### config.mk
export PLATFORM = sky130hd
export DESIGN_NAME = alu_result_writeback
export DESIGN_NICKNAME = d
export VERILOG_FILES = /design/src/rtl/alu_pkg.sv /design/src/rtl/alu_result_writeback.sv
export SDC_FILE = /design/constraint.sdc
export NUM_CORES = 2
export LEC_CHECK = 0
export ABC_CLOCK_PERIOD_IN_PS = 2900
export BUFFER_PORTS_ARGS = -buffer_cell sky130_fd_sc_hd__buf_2
export CAP_MARGIN = 20
export CELL_PAD_IN_SITES_DETAIL_PLACEMENT = 1
export CELL_PAD_IN_SITES_GLOBAL_PLACEMENT = 1
export CORE_AREA = 2 2 425 427
export CTS_CLUSTER_DIAMETER = 200
export DETAILED_ROUTE_END_ITERATION = 10
export DIE_AREA = 0 0 427 429
export PLACE_DENSITY_LB_ADDON = 0.12
export SLEW_MARGIN = 20
export SYNTH_ARGS = -nofsm -noshare
export SYNTH_HDL_FRONTEND = slang
export SYNTH_SLANG_ARGS = --single-unit
### constraint.sdc
create_clock -name clk -period 2.9 [get_ports clk]
set_clock_uncertainty 0.1 [all_clocks]
set_input_delay 0.145 -clock clk [delete_from_list [all_inputs] [get_ports clk]]
set_output_delay 0.145 -clock clk [all_outputs]
set_load 0.01 [all_outputs]
### src/rtl/alu_pkg.sv
// ============================================================================
// Module  : alu_pkg
// Brief   : Shared ALU types, lane geometry and op encodings.
// Revision: 1.0 - initial release
// ============================================================================
`default_nettype none

package alu_pkg;

  localparam int LANES = 16;
  localparam int WIDTH = 32;

  typedef logic [WIDTH-1:0] word_t;
  typedef word_t [LANES-1:0] lane_vec_t;

  typedef enum logic [1:0] {
    IDLE  = 2'd0,
    WRITE = 2'd1,
    DONE  = 2'd2
  } wb_state_t;

  localparam logic OP_ADD = 1'b0;
  localparam logic OP_MUL = 1'b1;

endpackage

`default_nettype wire

### src/rtl/alu_result_writeback.sv
// ============================================================================
// Module  : alu_result_writeback
// Brief   : Captures a 16-lane ALU result set and serializes it into a 32-bit
//           result memory. Optional macro WB_COMPACT_ADD_EN: add sets write
//           only the low words.
// Revision: 1.0 - initial release
// ============================================================================
`default_nettype none

module alu_result_writeback #(
  parameter int LANES  = alu_pkg::LANES,
  parameter int WIDTH  = alu_pkg::WIDTH,
  parameter int ADDR_W = 8
) (
  input  logic                   clk,
  input  logic                   rst_n,
  input  logic                   in_valid,
  output logic                   in_ready,
  input  logic [LANES*WIDTH-1:0] res_lo,
  input  logic [LANES*WIDTH-1:0] res_hi,
  input  logic                   res_op,
  input  logic [ADDR_W-1:0]      base_addr,
  output logic                   mem_we,
  output logic [ADDR_W-1:0]      mem_addr,
  output logic [WIDTH-1:0]       mem_wdata,
  input  logic                   mem_ready,
  output logic                   done
);

  import alu_pkg::*;

  localparam int BW = $clog2(2*LANES);

  wb_state_t              state;
  wb_state_t              state_next;
  logic [BW-1:0]          beat;
  logic [BW-1:0]          last_beat;
  logic [BW-1:0]          lane_idx;
  logic                   sel_hi;
  logic [LANES*WIDTH-1:0] lo_q;
  logic [LANES*WIDTH-1:0] hi_q;
  logic [ADDR_W-1:0]      base_q;
  logic                   accept;
  logic                   beat_taken;

  assign accept     = in_valid && in_ready;
  assign beat_taken = mem_we && mem_ready;

`ifdef WB_COMPACT_ADD_EN
  logic op_q;

  always_ff @(posedge clk or negedge rst_n) begin
    if (!rst_n) begin
      op_q <= OP_ADD;
    end else if (accept) begin
      op_q <= res_op;
    end
  end

  // Add sets carry no meaningful high word, so one beat per lane suffices.
  always_comb begin
    if (op_q == OP_ADD) begin
      last_beat = BW'(LANES-1);
      lane_idx  = beat;
      sel_hi    = 1'b0;
    end else begin
      last_beat = BW'(2*LANES-1);
      lane_idx  = beat >> 1;
      sel_hi    = beat[0];
    end
  end
`else
  logic unused_op;
  assign unused_op = res_op;

  always_comb begin
    last_beat = BW'(2*LANES-1);
    lane_idx  = beat >> 1;
    sel_hi    = beat[0];
  end
`endif

  always_ff @(posedge clk or negedge rst_n) begin
    if (!rst_n) begin
      state <= IDLE;
    end else begin
      state <= state_next;
    end
  end

  always_comb begin
    state_next = state;
    in_ready   = 1'b0;
    mem_we     = 1'b0;
    done       = 1'b0;
    case (state)
      IDLE: begin
        // Held low while reset is asserted even though the state reads IDLE.
        in_ready = rst_n;
        if (accept) begin
          state_next = WRITE;
        end
      end
      WRITE: begin
        mem_we = 1'b1;
        if (beat_taken && (beat == last_beat)) begin
          state_next = DONE;
        end
      end
      DONE: begin
        done       = 1'b1;
        state_next = IDLE;
      end
      default: begin
        state_next = IDLE;
      end
    endcase
  end

  always_ff @(posedge clk or negedge rst_n) begin
    if (!rst_n) begin
      lo_q   <= '0;
      hi_q   <= '0;
      base_q <= '0;
      beat   <= '0;
    end else if (accept) begin
      lo_q   <= res_lo;
      hi_q   <= res_hi;
      base_q <= base_addr;
      beat   <= '0;
    end else if (beat_taken && (beat != last_beat)) begin
      beat <= beat + 1'b1;
    end
  end

  assign mem_addr  = base_q + ADDR_W'(beat);
  assign mem_wdata = sel_hi ? hi_q[lane_idx*WIDTH +: WIDTH]
                            : lo_q[lane_idx*WIDTH +: WIDTH];

endmodule

`default_nettype wire

# ---- After elaboration in Yosys (flattened, before gate mapping)
# Index checks and enable logic that the tools add are counted.
dict set report totals {
  register_bits 1039
  word_cells 31
  out_inout_bits 43
  in_bits 1037
}
dict set report op_classes {
  reduce_logical 7
  eq_ne 6
  addsub 2
  n_shift 2
  muxes 9
}
# operator count
set op_table {}
lappend op_table {{512-bit by 10-bit indexed part select with 32-bit output} 2}
lappend op_table {{32-bit two-way mux} 1}
lappend op_table {{5-bit two-way mux} 2}
lappend op_table {{8-bit by 5-bit adder with 8-bit output} 1}
lappend op_table {{5-bit by 1-bit adder with 5-bit output, second input constant} 1}
lappend op_table {{5-bit equality test, second input constant} 1}
lappend op_table {{5-bit inequality test, second input constant} 1}
lappend op_table {{1-bit logical AND} 4}
lappend op_table {{2-bit two-way mux} 2}
lappend op_table {{2-bit inequality test, second input constant} 2}
lappend op_table {{2-bit one-hot mux with 2 select lines} 1}
lappend op_table {{1-bit two-way mux} 3}
lappend op_table {{2-bit by 1-bit equality test with 1-bit output, second input constant} 1}
lappend op_table {{2-bit equality test, second input constant} 1}
lappend op_table {{2-bit logical NOT} 1}
lappend op_table {{2-bit AND reduction} 1}
lappend op_table {{2-bit nonzero test} 1}

# ---- Logic depth before layout (Yosys ltp)
dict set report logic_depth {
  word_depth 6
  ltp_mapped 10
  ltp_nobuf 8
}

# ---- Worst setup path after synthesis
# OpenSTA, ideal clock, no wires.
dict set report synth_path {
  kind {register -> register}
  startpoint {register beat[2]}
  endpoint {register beat[3]}
  n_path_buf 4
  stages_incl_launch_ff 11
  setup_ns 0.121
  slack_ns 0.752
  t_arrival_ns 1.926
  required_ns 2.679
  period_less_slack_ns 2.148
  path_cell_list {dfrtp_1 -> buf_2 -> buf_2 -> buf_2 -> and3_1 -> ha_1 -> and3b_1 -> clkbuf_1 -> nand4_1 -> xor2_1 -> nor2_1}
}
dict set report synth_via {
  elab_chain_len 3
  word_cells_on_any_way 6
  cone_classes {add/sub: 1; eq/ne: 1; mux: 2; reduce/logical: 2}
}
# element line
set synth_lines {}
lappend synth_lines {{start: declaration} alu_result_writeback.sv:36} ;# logic [BW-1:0] beat;
lappend synth_lines {{start signal: assignment} alu_result_writeback.sv:132} ;# beat <= beat + 1'b1;
lappend synth_lines {{5-bit by 1-bit adder with 5-bit output or 5-bit inequality test (tied branches)} {alu_result_writeback.sv:132, alu_result_writeback.sv:131}}
lappend synth_lines {{5-bit two-way mux or 1-bit logical AND (tied branches)} alu_result_writeback.sv:131} ;# end else if (beat_taken && (beat != last_beat)) begin
lappend synth_lines {{5-bit two-way mux or 2-bit nonzero test (tied branches)} n/a}
# Several ways; a longest one is shown, not always the timed one. The select of a mux whose other input is x is not followed.
# A chain may end at the register's enable or synchronous reset.

# ---- Worst setup path in the final report
dict set report layout_path {
  startpoint {register beat[0]}
  endpoint {output mem_wdata[14]}
}
dict set report layout_via {
  elab_chain_len 1
}
# element line
set layout_lines {}
lappend layout_lines {{32-bit two-way mux} alu_result_writeback.sv:137} ;# assign mem_wdata = sel_hi ? hi_q[lane_idx*WIDTH +: WIDTH]
lappend layout_lines {{end: declaration} alu_result_writeback.sv:25} ;# output logic [WIDTH-1:0] mem_wdata,
# Every way passes these cells.

==> impl_results.md <==
* Largest cells by area after synthesis: dfrtp_1 (55%), nand2_1 (25%), mux4_2 (9.3%)
* Max FO, Critical Path at 6
* Synth area leader: dfrtp_1
* FF+latch count, synth at just over 1000
* Final worst path period need at ~3400 ps
* Peak VDD IR at 0.4490 mV
* Final period utilization at 1.164
* First-pass GRT wire length at about 380000 um
* Post-Syn Area at 46930 um^2
* Die area at 183200 um^2
* Worst setup SP type: register
* Worst hold path type: primary input to register
* Initial antenna violation count at ~100
* Total grt overflow at 0
* Placeable Area at 178000 um^2
* Relative slew slack at 0.3740
* Share of the synthesized area in the top cell type at 0.5540
* Vias in the first global route at roughly 54000
* Most frequent cells in the layout: nand2_1 (3104), dlygate4sd3_1 (1354), buf_2 (1045)
* Die span in x at 427 um
* Worst-path clk slew at 60 ps
* Starting Density at 0.2636
* IO Pins at 1080
* Asr flop ratio synth at 1.000
* Top_reg_cell synth: dfrtp_1
* Pwr/cell area at 933.5 nW/um^2
* RSZ-0062 raised after global routing: true
* DP Wirelength at 189700 um
* Synthesized instance count at 5071
* Pin count of the biggest net entering global routing at 144
* Placement Setup Slack at -456.2 ps
* Vias at 48630
* Data arrival, critical path at 3130 ps
* TritonCTS Buffers at 132
* Drt first-iter violations at 3047
* Area added between synthesis and finish at 62.24%
* CTS tree: done
* Sequential area share after synthesis at 0.5540
* Type of the worst setup path: register to output port
* Part of the power in the clock network at 0.233
* Layout cells sized above 1 at 0.2491
* Post-synth EDFFs at 0
* Remaining DRCs at 0
* Final #Nets at roughly 8700
* Static leakage at 38.31 nW
* YS warnings at 0
* Die height at 429 um
* Drt wl/cell at 26.72 um
* Failing checks: negative setup slack
* Routed WL at 271200 um
* Psw at 27.42 mW
* Clk sinks at just over 1000
* Global Route Usage Sum at 0.2916
* Fillers at 20250
* Syn Nets at 6116
* Final Hold Viols at 0
* Vias per cell at 4.792
* Max-slew violations at 0
* GP Congestion at 0.9046
* Combinational power share at 0.419
* Port-buffer cells at 1078
* Final Setup Violations at 37
* Net Sw Frac at 0.3857
* Max Freq at 296.4 MHz
* DRT Pass-1 Iters at 5
* Part of the power in registers at 0.347
* P_int at roughly 44 mW
* Commonest non-fill, non-tap cell in the layout: nand2_1
* Worst slew pin tran at 938.9 ps
* Critical path required time at 2650 ps
* Distinct cell type count after synthesis at 39
* CTS Root Buffer Type: clkbuf_16
* Post-route setup slack at -474.3 ps
* Final Core Density at 0.4277
* Status: finished, violations left
* Crit. End Element: output port
* Max Cap Violations at 0
* Clk_lat worst skew at 750 ps
* Antenna Nets Post-Route at 0
* Clock buffer depth at 3
* Std cell rows at 155
* Total number of H-tree levels at 4
* Syn Area/Cell at 9.255 um^2
==> timing repair <==
action	in CTS	in global routing
setup endpoints to repair	37	42
setup buffers	45	24
endpoints found under the hold margin	1615	0
hold buffers	1354	0
cloned	6	2
gates resized for setup	253	48
pin swaps	53	32
==> registers in the layout (all words and copies together), names as in the netlist <==
register	count
base_q	8
beat	5
hi_q	512
lo_q	512
state	2
==> layer usage <==
metal | up-vias | track usage | wire length, um
met5 | - | 0 | 216
met4 | 34 | 0.2194 | 24400
met3 | 838 | 0.04325 | 10500
met2 | 1693 | 0.4754 | 128900
met1 | 24620 | 0.3467 | 107200
li1 | 21450 | - | -
==> critical path: stages (launching register included) <==
cell,delay [ps]
dfrtp_4,510
buf_12,170
buf_12,130
clkbuf_16,160
buf_6,110
mux4_2,460
a22oi_2,420
a22oi_2,210
buf_2,190
==> final timing paths <==
path	from	endpoint	slack, ps	depth (start not counted)
min in group asynchronous	rst_n	beat[3]	550	4
worst max register to register	state[1]	lo_q[319]	480	7
worst min-delay path	res_hi[54]	hi_q[54]	20	4
max in group asynchronous	rst_n	hi_q[203]	570	5
worst max-delay path	beat[0]	mem_wdata[14]	-470	8
worst min register to register	lo_q[136]	lo_q[136]	370	2
==> cells by family (layout without fill, tap and decap cells) <==
logic type,count (synthesis),count (layout),synth area share
compound gates,236,236,0.03559
xor+xnor,6,6,0.001120
fa+ha+maj,8,8,0.002293
buf+inv,333,2959,0.03591
flops,1039,1039,0.5540
mux,320,320,0.1197
other cells,0,95,0
simple gates,3129,3129,0.2514
==> power groups by stage <==
stage          Clock, mW  Sequential, mW  Combinational, mW
2_1_floorplan          0            22.8               12.6
5_1_grt             17.5            25.4               31.6
6_report            16.6            24.7               29.8
4_1_cts             17.0            24.6               29.2
3_5_place_dp           0            24.8               24.5
3_3_place_gp           0            24.7               24.2
==> stage by stage <==
step	hold WS (ps)	TNS, ps	std cells	power (mW)	cell area, um^2
after floorplan	-250.6	0	5071	35.41	46930
after global placement	-87.76	-798.9	8399	48.90	55990
after detailed placement	-88.10	-784.4	8399	49.28	55990
after CTS	0.05107	-15810	10030	70.81	75470
after global routing	10.71	-16030	10130	74.46	76090
final	15.76	-12480	10150	71.08	76150
==> cells in the mapped netlist (2+ instances only) <==
cell / instances
nand2_1: 3105
dfrtp_1: 1039
mux4_2: 193
buf_2: 164
mux2i_1: 126
clkbuf_1: 124
a22oi_1: 94
a21oi_1: 36
o221ai_1: 32
a211oi_1: 31
o22ai_1: 31
buf_6: 26
buf_4: 9
ha_1: 7
nor2_1: 7
inv_1: 5
nor2b_1: 5
o21ai_0: 5
buf_1: 4
xnor2_1: 4
a21o_1: 2
and3_1: 2
nand3_1: 2
nor2_2: 2
xor2_1: 2
==> cell type report <==
cell class                      instances  area (um^2)  share of cell area
Sequential cell                      1039        26020              0.3416
Timing Repair Buffer                 2728        22580              0.2966
Clock buffer                          195         3933             0.05164
Tap cell                             2355         2947             0.03870
Inverter                                5        18.77           0.0002465
Clock inverter                         31        337.8            0.004437
Antenna cell                           95        237.7            0.003122
Multi-Input combinational cell       3699        20070              0.2636
(Power assumes the default switching activity.)
